===== src/rtl/strip_release_unit.sv =====
// Strip occupancy table: applies releases and write-backs, then rescans the
// table and republishes the least-occupied strip for the placement path.
//
// state | meaning
// IDLE  | waiting; min outputs valid; accepts one write-back or release
// APPLY | subtracts the captured release width from its strip (clamped at 0)
// SCAN  | walks every strip once, keeping the lowest-index minimum
module strip_release_unit #(
  parameter int NUM_STRIPS = 16,
  parameter int IDX_W      = 4,
  parameter int STRIP_CAP  = 128
) (
  input  logic             clk,
  input  logic             rst_n,
  input  logic             rel_valid,
  output logic             rel_ready,
  input  logic [IDX_W-1:0] rel_strip,
  input  logic [7:0]       rel_width,
  input  logic             occ_wr_en,
  input  logic [IDX_W-1:0] occ_wr_strip,
  input  logic [7:0]       occ_wr_width,
  output logic             min_valid,
  output logic [IDX_W-1:0] min_strip,
  output logic [7:0]       min_occupied_strip_width,
  output logic             underflow_flag,
  output logic             wr_err,
  output logic             busy
);

  typedef enum logic [1:0] {IDLE, APPLY, SCAN} state_t;

  localparam logic [7:0]       CAP  = 8'(STRIP_CAP);
  localparam logic [IDX_W:0]   NUM  = (IDX_W+1)'(NUM_STRIPS);
  localparam logic [IDX_W-1:0] LAST = IDX_W'(NUM_STRIPS - 1);

  state_t           state, state_nxt;
  logic [7:0]       occ [NUM_STRIPS];
  logic [IDX_W-1:0] cap_strip;
  logic [7:0]       cap_width;
  logic             cap_ok;
  logic [IDX_W-1:0] scan_idx;
  logic [7:0]       run_min;
  logic [IDX_W-1:0] run_idx;

  logic             take_rel, take_wr, wr_bad;
  logic             rel_in_range, wr_in_range;
  logic [7:0]       rel_occ;
  logic [7:0]       scan_w;
  logic [7:0]       cand_min;
  logic [IDX_W-1:0] cand_idx;

  assign rel_in_range = {1'b0, rel_strip} < NUM;
  assign wr_in_range  = {1'b0, occ_wr_strip} < NUM;
  assign rel_occ      = rel_in_range ? occ[rel_strip] : 8'd0;

  assign min_valid = (state == IDLE);
  assign busy      = (state != IDLE);

  // Index 0 seeds the running minimum; later strips must be strictly smaller.
  always_comb begin
    scan_w   = occ[scan_idx];
    cand_min = run_min;
    cand_idx = run_idx;
    if ((scan_idx == '0) || (scan_w < run_min)) begin
      cand_min = scan_w;
      cand_idx = scan_idx;
    end
  end

  always_comb begin
    state_nxt = state;
    rel_ready = 1'b0;
    take_rel  = 1'b0;
    take_wr   = 1'b0;
    wr_bad    = 1'b0;
    case (state)
      IDLE: begin
        rel_ready = !occ_wr_en;
        if (occ_wr_en) begin
          if ((occ_wr_width <= CAP) && wr_in_range) begin
            take_wr   = 1'b1;
            state_nxt = SCAN;
          end else begin
            wr_bad = 1'b1;
          end
        end else if (rel_valid) begin
          take_rel  = 1'b1;
          state_nxt = APPLY;
        end
      end
      APPLY: begin
        wr_bad    = occ_wr_en;
        state_nxt = SCAN;
      end
      SCAN: begin
        wr_bad = occ_wr_en;
        if (scan_idx == LAST) state_nxt = IDLE;
      end
      default: state_nxt = IDLE;
    endcase
  end

  always_ff @(posedge clk) begin
    if (!rst_n) state <= IDLE;
    else        state <= state_nxt;
  end

  always_ff @(posedge clk) begin
    if (!rst_n) begin
      for (int i = 0; i < NUM_STRIPS; i++) occ[i] <= 8'd0;
      cap_strip                <= '0;
      cap_width                <= 8'd0;
      cap_ok                   <= 1'b0;
      scan_idx                 <= '0;
      run_min                  <= 8'd0;
      run_idx                  <= '0;
      min_strip                <= '0;
      min_occupied_strip_width <= 8'd0;
      underflow_flag           <= 1'b0;
      wr_err                   <= 1'b0;
    end else begin
      underflow_flag <= 1'b0;
      wr_err         <= wr_bad;

      if (take_wr) occ[occ_wr_strip] <= occ_wr_width;

      // Underflow is judged at capture so the pulse lines up with APPLY.
      if (take_rel) begin
        cap_strip      <= rel_strip;
        cap_width      <= rel_width;
        cap_ok         <= rel_in_range;
        underflow_flag <= rel_in_range && (rel_width > rel_occ);
      end

      if ((state == APPLY) && cap_ok)
        occ[cap_strip] <= (cap_width <= occ[cap_strip]) ? (occ[cap_strip] - cap_width) : 8'd0;

      if (state == SCAN) begin
        scan_idx <= scan_idx + IDX_W'(1);
        run_min  <= cand_min;
        run_idx  <= cand_idx;
        if (scan_idx == LAST) begin
          min_strip                <= cand_idx;
          min_occupied_strip_width <= cand_min;
        end
      end else begin
        scan_idx <= '0;
      end
    end
  end

endmodule


===== config.mk =====
export PLATFORM = sky130hd
export DESIGN_NAME = strip_release_unit
export DESIGN_NICKNAME = d
export VERILOG_FILES = /design/src/rtl/strip_release_unit.sv
export SDC_FILE = /design/constraint.sdc
export NUM_CORES = 1
export LEC_CHECK = 0
export CAP_MARGIN = 15
export CORE_MARGIN = 2
export CORE_UTILIZATION = 66
export CTS_CLUSTER_DIAMETER = 30
export DETAILED_ROUTE_END_ITERATION = 6
export PLACE_DENSITY = 0.91
export SLEW_MARGIN = 20
export SYNTH_ARGS = -nofsm -noshare
export SYNTH_HDL_FRONTEND = slang
export SYNTH_SLANG_ARGS = --single-unit

===== constraint.sdc =====
create_clock -name clk -period 10.5 [get_ports clk]
set_clock_uncertainty 0.2 [all_clocks]
set_input_delay 2.1 -clock clk [delete_from_list [all_inputs] [get_ports clk]]
set_output_delay 2.1 -clock clk [all_outputs]
set_load 0.1 [all_outputs]

# ---- Word-level counts from Yosys, hierarchy flattened
# Memory sizes are Yosys's and may differ from the RTL's. A register that Yosys moved wholly into a read port is not among the register bits.
# Index checks and enable logic that the tools add are counted.
dict set report totals {
  regBits 45
  latchBits 0
  mem_bits_rw 128
  romBits 0
  input_bits 28
  out_inout_bits 17
  elab_cells 71
  mem_count 1
}
# memory words word_bits rd rd_clocked_by_memory_dff write_ports line_no
set mem_list {}
lappend mem_list {occ 16 8 3 2 16 37} ;# logic [7:0] occ [NUM_STRIPS];
dict set report classes {
  add_sub_neg 2
  multipliers 0
  n_div 0
  n_lt_le_gt_ge 4
  n_eq_ne 6
  n_shift 0
  muxes 34
  bitwise_logic 0
  n_reduce_logical 13
}
# op count
set op_table {}
lappend op_table {{8-bit 2-to-1 mux} 4}
lappend op_table {{4-bit 2-to-1 mux} 6}
lappend op_table {{1-bit 2-to-1 mux} 18}
lappend op_table {{8-bit OR reduction} 2}
lappend op_table {{8-bit > comparator} 1}
lappend op_table {{8-bit <= comparator} 1}
lappend op_table {{8-bit <= comparator, second input constant} 1}
lappend op_table {{8-bit < comparator} 1}
lappend op_table {{2-bit 2-to-1 mux} 4}
lappend op_table {{8-bit subtractor} 1}
lappend op_table {{2-bit case mux with 3 select lines} 1}
lappend op_table {{2-bit AND reduction} 3}
lappend op_table {{4-bit by 1-bit adder with 4-bit output, second input constant} 1}
lappend op_table {{4-bit equality test, second input constant} 1}
lappend op_table {{4-bit logical NOT} 1}
lappend op_table {{3-bit by 2-bit inequality test with 1-bit output, second input constant} 1}
lappend op_table {{3-bit inequality test, second input constant} 1}
lappend op_table {{3-bit AND reduction} 1}
lappend op_table {{2-bit by 1-bit equality test with 1-bit output, second input constant} 1}
lappend op_table {{2-bit equality test, second input constant} 1}
lappend op_table {{2-bit logical NOT} 1}
lappend op_table {{2-bit by 1-bit inequality test with 1-bit output, second input constant} 1}
lappend op_table {{1-bit case mux with 2 select lines} 1}
lappend op_table {{2-bit nonzero test} 1}
lappend op_table {{other kinds (4)} 4}

# ---- Depth between registers and ports, before layout
dict set report depth {
  depth_word 10
  mapped_depth 16
  depth_no_buf 13
}

# ---- Least setup slack after synthesis
# OpenSTA, ideal clock, no wires.
dict set report synth_path {
  path_type {reg-to-output}
  startpoint {reg state[0]}
  endpoint {out rel_ready}
  arrival_time_ns 3.526
  required_time_ns 8.200
  setup_slack_ns 4.674
  path_stages_with_launch 5
  n_path_buf 0
  path_cell_list {dfxtp_1 -> inv_1 -> ha_1 -> inv_1 -> nor2_1}
}
dict set report synth_via {
  elab_chain_len 2
}
# item line_no
set synth_rtl {}
lappend synth_rtl {{from (decl)} 36} ;# state_t state, state_nxt;
lappend synth_rtl {{from (signal assigned)} 105} ;# else state <= state_nxt;
lappend synth_rtl {{2-bit logical NOT} n/a}
lappend synth_rtl {{net min_valid} 22} ;# output logic min_valid,
lappend synth_rtl {{1-bit 2-to-1 mux} 76} ;# case (state)
lappend synth_rtl {{to (decl)} 16} ;# output logic rel_ready,
# The timed path passes the listed nets, and every way through them passes these cells.

# ---- Final worst setup path
dict set report layout_path {
  startpoint {in occ_wr_en}
  endpoint {out rel_ready}
}
dict set report layout_via {
  elab_chain_len 2
}
# item line_no
set layout_rtl {}
lappend layout_rtl {{from (decl)} 19} ;# input logic occ_wr_en,
lappend layout_rtl {{1-bit logical NOT} 78} ;# rel_ready = !occ_wr_en;
lappend layout_rtl {{1-bit 2-to-1 mux} 76}
# Every way passes these cells.

==> results_dict.tcl <==
set metrics [dict create \
    status "finished, violations left" \
    violations "DRC" \
    end_kind "output pin" \
    fmax_mhz 159 \
    track_usage_pct 40.0 \
    multi_input_area_um2 5000 \
    gr-total-overflow 0 \
    cts_hold_buffers 0 \
    placementRows 45 \
    final_nets 894 \
    crit_path_start_kind "primary input" \
    min_period_ps 6270 \
    synthCells 814 \
    worst_slew_pin_slew_ps 1000 \
    synth_edf_count 128 \
    fin_cells 1037 \
    arrival_ps 3970 \
    io_pins 45 \
    postRouteAntennaNets 0 \
    vdd_drop_max_v 0.000159 \
    crit_required_ps 8200 \
    rsz0062_at_grt "no" \
    post-cts-setup-buffer-count 0 \
    die_w_um 128 \
    dp.cells 1004 \
    cts_buffer_depth 2 \
    tns_ps 0 \
    drt_first_pass_iters 7 \
    slew_viol_final 0 \
    cts_buffers 17 \
    synthTopCellsByCount "nor2_1, edfxtp_1, mux4_2" \
    ys_ff_latch 177 \
    drcViolationCount 2 \
    fin_total_pwr_mw 1.93 \
    hold_ws_ps 266 \
    regArea_um2 4830 \
    synthDistinctLibCells 49 \
    hold_class "register to register" \
    final_core_util_pct 75.0 \
    viasPerCell 7.91 \
    drtIter0Drc 1400 \
    worstPathMaxFanout 6 \
    synth_area_leaders "edfxtp_1, mux4_2, dfxtp_1" \
    via_count 8206 \
    synth_flop_cell "edfxtp_1" \
    hold_violations 0 \
    worst-setup-path-type "primary input to output pin" \
    cts.sinks 177 \
    setup_viol 0 \
    die_y_um 128 \
    yosys.area.top_type_share_pct 37.7 \
    cts_tree "yes" \
    syn_to_final_growth_pct 11.3 \
    ys_seq_area_share_pct 47.3 \
    grt_pass1_wl_mm 47.6 \
    relSlewSlack_pct 33.0 \
    cts-htree-levels 4 \
    path_clk_slew_ps 70 \
    cap_viol_max_count 0 \
    antenna_found_initial 4 \
    wirelength_mm 31.4 \
    cts_resized 0 \
    p_leak_nw 3.95 \
    place.detailed.hpwl_mm 20.6 \
    yosysMostFrequentCell "nor2_1" \
    grt_pass1_vias 8007 \
    power.density_nw_per_um2 170 \
    synth_nets 873 \
    place_congestion 1.06 \
    design.core.area_um2 15100 \
    clk_latency_ps 440 \
    grt_max_degree 75 \
    num-fill-cells 819 \
    ys_warn_count 0 \
    wire_per_inst_um 30.3 \
    finalCritPeriodShare_pct 59.8 \
    root_buffer "clkbuf_16" \
    start_util_pct 67.3 \
    numPortBuffers 44 \
    synthArstFlopShare_pct 0 \
    drive_gt1_share_pct 20.5 \
    synth_area_leader_cell "edfxtp_1" \
    synth_area_um2 10200 \
    dieArea_um2 16500 \
    avgSynthCellArea_um2 12.5 \
]
## state kept, by name, summed over array words and instances, names as in the netlist, named ones only
register and flops:
wr_err 1, run_min 8, run_idx 4, cap_ok 1
state 2, occ 128, cap_width 8, cap_strip 4
underflow_flag 1, min_occupied_strip_width 8, scan_idx 4, min_strip 4
## placed cells by master (no fill, tap or decap), types with 30 or more instances in the layout
| cell | count |
|---|---|
| inv_1 | 35 |
| ha_1 | 30 |
| dfxtp_1 | 47 |
| nand2_1 | 76 |
| mux4_2 | 120 |
| edfxtp_1 | 128 |
| nor2_1 | 150 |
| clkdlybuf4s50_1 | 42 |
## where the power goes
| part | internal [mW] | switching (mW) | total [mW] | leakage [nW] |
|---|---|---|---|---|
| registers | 0.783 | 0.0349 | 0.818 | 1.72 |
| clock network | 0.345 | 0.304 | 0.649 | 0.305 |
| logic | 0.181 | 0.285 | 0.466 | 1.93 |
## cell type report
type                            count  share of cell area (%)
Timing Repair Buffer               60                    4.85
Clock inverter                     13                    1.15
Clock buffer                       19                    4.19
Sequential cell                   177                    42.5
Inverter                           35                    1.16
Multi-Input combinational cell    544                    44.0
Antenna cell                        1                  0.0220
Tap cell                          188                    2.07
## critical path: stages
cell	delay, ps
clkdlybuf4s50_1	500
nor2_1	200
clkdlybuf4s50_1	1170
## stage by stage
stage          worst slack, ps  instance area, µm²
2_1_floorplan             4670               10200
3_3_place_gp              4250               10700
3_5_place_dp              4230               10700
4_1_cts                   4220               11300
5_1_grt                   4150               11300
6_report                  4230               11400
## logic make-up after synthesis
logic type	after synthesis	share of synthesized area, %
AOI/OAI and AO/OA	101	6.36
xor gates and xnor gates	4	0.344
adders and majority gates	31	3.88
buffers and inverters	93	3.68
DFF	177	47.3
muxes	122	26.7
and+or+nand+nor	286	11.7
## final timing paths
path / endpoint / depth (start not counted) / startpoint / slack, ps
min reg2reg: run_min[6] / 2 / run_min[6] / 270
min: run_min[6] / 2 / run_min[6] / 270
max reg2reg: run_min[0] / 12 / scan_idx[0] / 5420
max: rel_ready / 3 / occ_wr_en / 4230
## metal layers
metal	routed length (µm)	vias up	GRT usage (%)	share of wire, %
met5	42	-	0	0.13
met4	2840	4	27.0	9.0
met3	5190	266	14.3	17
met2	14100	931	61.1	45
met1	9290	3872	48.3	30
li1	-	3133	-	-
Note: power is estimated with default switching activity, not from simulation.
==> variant 1, RTL diff (same flow settings) <==
`IDX_W`: 4 -> 6.
--- a/src/rtl/strip_release_unit.sv
+++ b/src/rtl/strip_release_unit.sv
@@ -9,3 +9,3 @@
   parameter int NUM_STRIPS = 16,
-  parameter int IDX_W      = 4,
+  parameter int IDX_W      = 6,
   parameter int STRIP_CAP  = 128
Interface: changed (resized min_strip, occ_wr_strip and rel_strip); port bits go from 45 to 51. No check against the original RTL was run, so the function may have changed too.
==> variant 1 against the unedited design <==
  * Final area up 2.3%
  * Global-route usage down 2.0 points
  * Count of clock-buffer cells in the layout unchanged
  * Sequential cell count up 6
  * Core utilization up 0.86 points
  * Power down 4.8%
  * Synthesized area up 2.1%
  * Worst setup slack better by 0.061 ns
  * Routed wire length down 3.2%
  * Critical path type unchanged
  * Largest power group unchanged
==> variant 1: results (changes against the unedited design) <==
Synthesis
  – Synth Area in XOR/XNOR: 0.00505 (+0.00161)
  – Post-synth top cells: 167 x nor2_1, 128 x edfxtp_1, 119 x mux4_2, 86 x nand2_1, 55 x dfxtp_1
  – Adder-cell share of the synthesized area: 0.0380 (-0.000810)
  – Multiplexer share of the synthesized area: 0.263 (-0.00366)
  – Seq/Total Area, Yosys: 0.475 (+0.00164)
  – Synth Area in Compound Gates: 0.0623 (-0.00121)
  – Top post-synthesis cells by area: edfxtp_1 37%, mux4_2 26%, dfxtp_1 11%, nor2_1 6.0%, ha_1 3.6%

GRT
  – First-pass GRT wire length: 45.3 mm (-4.9%)
  – Largest net degree at the start of global routing: 56 (-25%)
  – Vias in the first global route: 7,528 (-6.0%)
  – Initial antenna violation count: 1 (-3)
  – Total GRT Usage: 0.380 (-0.0200)

Placement
  – # port buffers: 50 (+14%)
  – Post-DP HPWL: 20.1 mm (-2.7%)
  – Pre-CTS WS: 4.28 ns (+0.0568 ns)
  – Routability congestion estimate: 1.00 (-5.0%)

Floorplanning
  – DIE AREA: 16,800 um2 (+2.1%)

Worst hold path
  – HP Class: register to register
  – Hold Path End: cap_width[4]$_SDFFE_PN0P_

Setup path
  – Critical R2R Launch: scan_idx[1]$_SDFF_PN0_
  – R2R depth: 11 (-1)
  – Worst R2R Setup Slack: 5.12 ns (-0.30 ns)

Drt
  – DRC viols: 0 (-2)
  – Iter 0 DRT Violations: 1,502 (+7.3%)
  – Wire per inst: 27.7 um (-8.5%)
  – Drt via density: 7.30 (-7.8%)

STA
  – Worst-Margin Slew: 0.965 ns (-0.0370 ns)
  – Hold_ws: 0.267 ns (+0.00106 ns)

Layout
  – Fillers: 941 (+15%)
  – Antenna Cells: 0 (-1)

Power and ir drop
  – Total leakage power: 3.99 nW (+1.0%)
  – Power Clock: 0.621 mW (-4.3%)
  – P_seq: 0.830 mW (+1%)
  – Worst VDD drop: 0.123 mV (-23%)

Run status
  – Outcome: complete, no violations
==> variant 1: through the flow <==
stage / util / std cells / instance area, um2
6_report: 0.758 / 1098 / 11600
3_3_place_gp: 0.721 / 1065 / 11000
4_1_cts: 0.757 / 1097 / 11600
5_1_grt: 0.758 / 1098 / 11600
3_5_place_dp: 0.721 / 1065 / 11000
2_1_floorplan: - / 846 / 10400
==> variant 1: routing by layer <==
| layer | vias to the layer above | GRT usage | share of wire |
|---|---|---|---|
| li1 | 3270 | - | - |
| met1 | 3807 | 0.486 | 0.33 |
| met2 | 774 | 0.581 | 0.46 |
| met3 | 158 | 0.124 | 0.14 |
| met4 | 2 | 0.211 | 0.067 |
| met5 | - | 0 | 0.00043 |
==> variant 1: cell type report <==
cell class                      instances  area (um2)  share of cell area
Clock buffer                           19         443              0.0381
Sequential cell                       183        4950               0.426
Inverter                               27         101             0.00873
Clock inverter                         13         109             0.00937
Multi-Input combinational cell        579        5130               0.442
Tap cell                              211         264              0.0227
Timing Repair Buffer                   66         614              0.0529
==> variant 2, RTL diff (config.mk and constraints unchanged) <==
Made on the original files. The 3 states of `state_t` get a one-hot encoding in 3 bits.
--- a/src/rtl/strip_release_unit.sv
+++ b/src/rtl/strip_release_unit.sv
@@ -29,3 +29,3 @@
 
-  typedef enum logic [1:0] {IDLE, APPLY, SCAN} state_t;
+  typedef enum logic [2:0] {IDLE = 3'b001, APPLY = 3'b010, SCAN = 3'b100} state_t;
 
Behaviour: no difference found for any inputs over 10 cycles, from zero or initial values and one cycle with rst_n low; not proved beyond that.
==> variant 2 against the unedited design <==
  * Sequential share of layout area fell by 1.1 points
  * Critical path type unchanged
  * The run still ends with DRC left
  * Routed wire length increased by 5.6%
  * Final area rose by 3.0%
  * Power down 4.8%
  * Final cell count up 6.1%
  * Worst setup slack gained 0.041 ns
  * Worst hold slack got worse by 0.0057 ns
  * Register-to-register slack got worse by 0.30 ns
  * Sequential cell count grew 1
  * Largest power group unchanged
  * Count of clock-buffer cells in the layout fell by 2
  * Sequential power is 1% lower
  * Synthesized area is 2.6% higher
==> variant 2: results (changes against the unedited design) <==
Run status
  – Outcome: complete, but fails checks
  – Violated checks: DRC

Placement
  – Placed insts: 1,069 (+6.5%)
  – Post-placement cell area: 11,000 um2 (+2.6%)
  – Pre-CTS WS: 4.27 ns (+0.0396 ns)
  – Post-DP HPWL: 21.0 mm (+1.9%)

GRT
  – Total GRT Usage: 0.409 (+0.00910)
  – Met3 Use GR: 0.180 (+0.0373)
  – Largest net degree at the start of global routing: 48 (-36%)
  – First-pass GRT wire length: 48.7 mm (+2.3%)
  – Initial antenna violation count: 1 (-3)
  – Vias in the first global route: 7,923 (-1.0%)
  – Met1 Use GR: 0.500 (+0.0173)

Layout
  – Antenna Cells: 0 (-1)
  – Signal buf overhead: 0.0475 (-0.000989)
  – Fraction of area in registers: 0.415 (-0.0107)
  – Multi-input combinational area share: 0.446 (+0.00586)
  – Multi-input comb cells: 581 (+6.8%)
  – Num sequential: 178 (+0.56%)
  – Fillers: 873 (+6.6%)

Floorplanning
  – Die Wd: 130 um (+1.2%)

Synthesis
  – Multiplexer share of the synthesized area: 0.248 (-0.0189)
  – Mapped Cells: 853 (+4.8%)
  – Syn nets: 908 (+4.0%)
  – Cell variety after synth: 58 (+18%)
  – Synth Area in XOR/XNOR: 0.00419 (+0.000751)
  – Seq/Total Area, Yosys: 0.463 (-0.0100)
  – Top post-synthesis cells by area: edfxtp_1 37%, mux4_2 23%, dfxtp_1 9.6%, nor2_1 4.9%, ha_1 3.1%
  – Synth Area in Compound Gates: 0.0799 (+0.0163)

Drt
  – Wire per inst: 30.2 um (-0.43%)
  – Met1 wire length: 10.1 mm (+8.4%)
  – Metal2 WL: 14.7 mm (+4.7%)
  – WL met3: 5.84 mm (+13%)
  – Drt via density: 7.72 (-2.4%)
  – Highest routed layer: met4
  – DRC viols: 2 (unchanged)

Power and ir drop
  – Clk pwr share: 0.401 (+0.065)
  – Total leakage power: 4.04 nW (+2.2%)
  – Comb group: 0.296 mW (-36%)
  – Worst VDD drop: 0.124 mV (-22%)
  – Comb power frac: 0.161 (-0.080)
  – Internal power: 1.35 mW (+2.8%)

Setup path
  – CP max FO: 5 (-1)
  – Worst Path Arrival: 3.93 ns (-0.04 ns)
[variant 2: cell count changes after synthesis, moves of 9 or more]
cell	before	now
a21boi_0	12	0
a21oi_1	18	27
a22oi_1	5	29
buf_2	3	15
mux4_2	120	109
nor2_1	151	137
o21ai_0	19	10
o21ai_1	17	1
[variant 2: worst max-delay path, cell delays in order]
cell             delay, ns
clkdlybuf4s50_1       0.48
nor2_1                0.20
clkdlybuf4s50_1       1.16
[variant 2: worst paths after layout]
| path | slack, ns | to | depth (start not counted) | startpoint |
|---|---|---|---|---|
| setup / recovery | 4.27 | rel_ready | 3 | occ_wr_en |
| hold / removal | 0.26 | cap_width[4]$_SDFFE_PN0P_ | 2 | cap_width[4]$_SDFFE_PN0P_ |
| setup reg to reg | 5.12 | run_min[0]$_SDFFE_PN0P_ | 11 | scan_idx[0]$_SDFF_PN0_ |
| hold reg to reg | 0.26 | cap_width[4]$_SDFFE_PN0P_ | 2 | cap_width[4]$_SDFFE_PN0P_ |
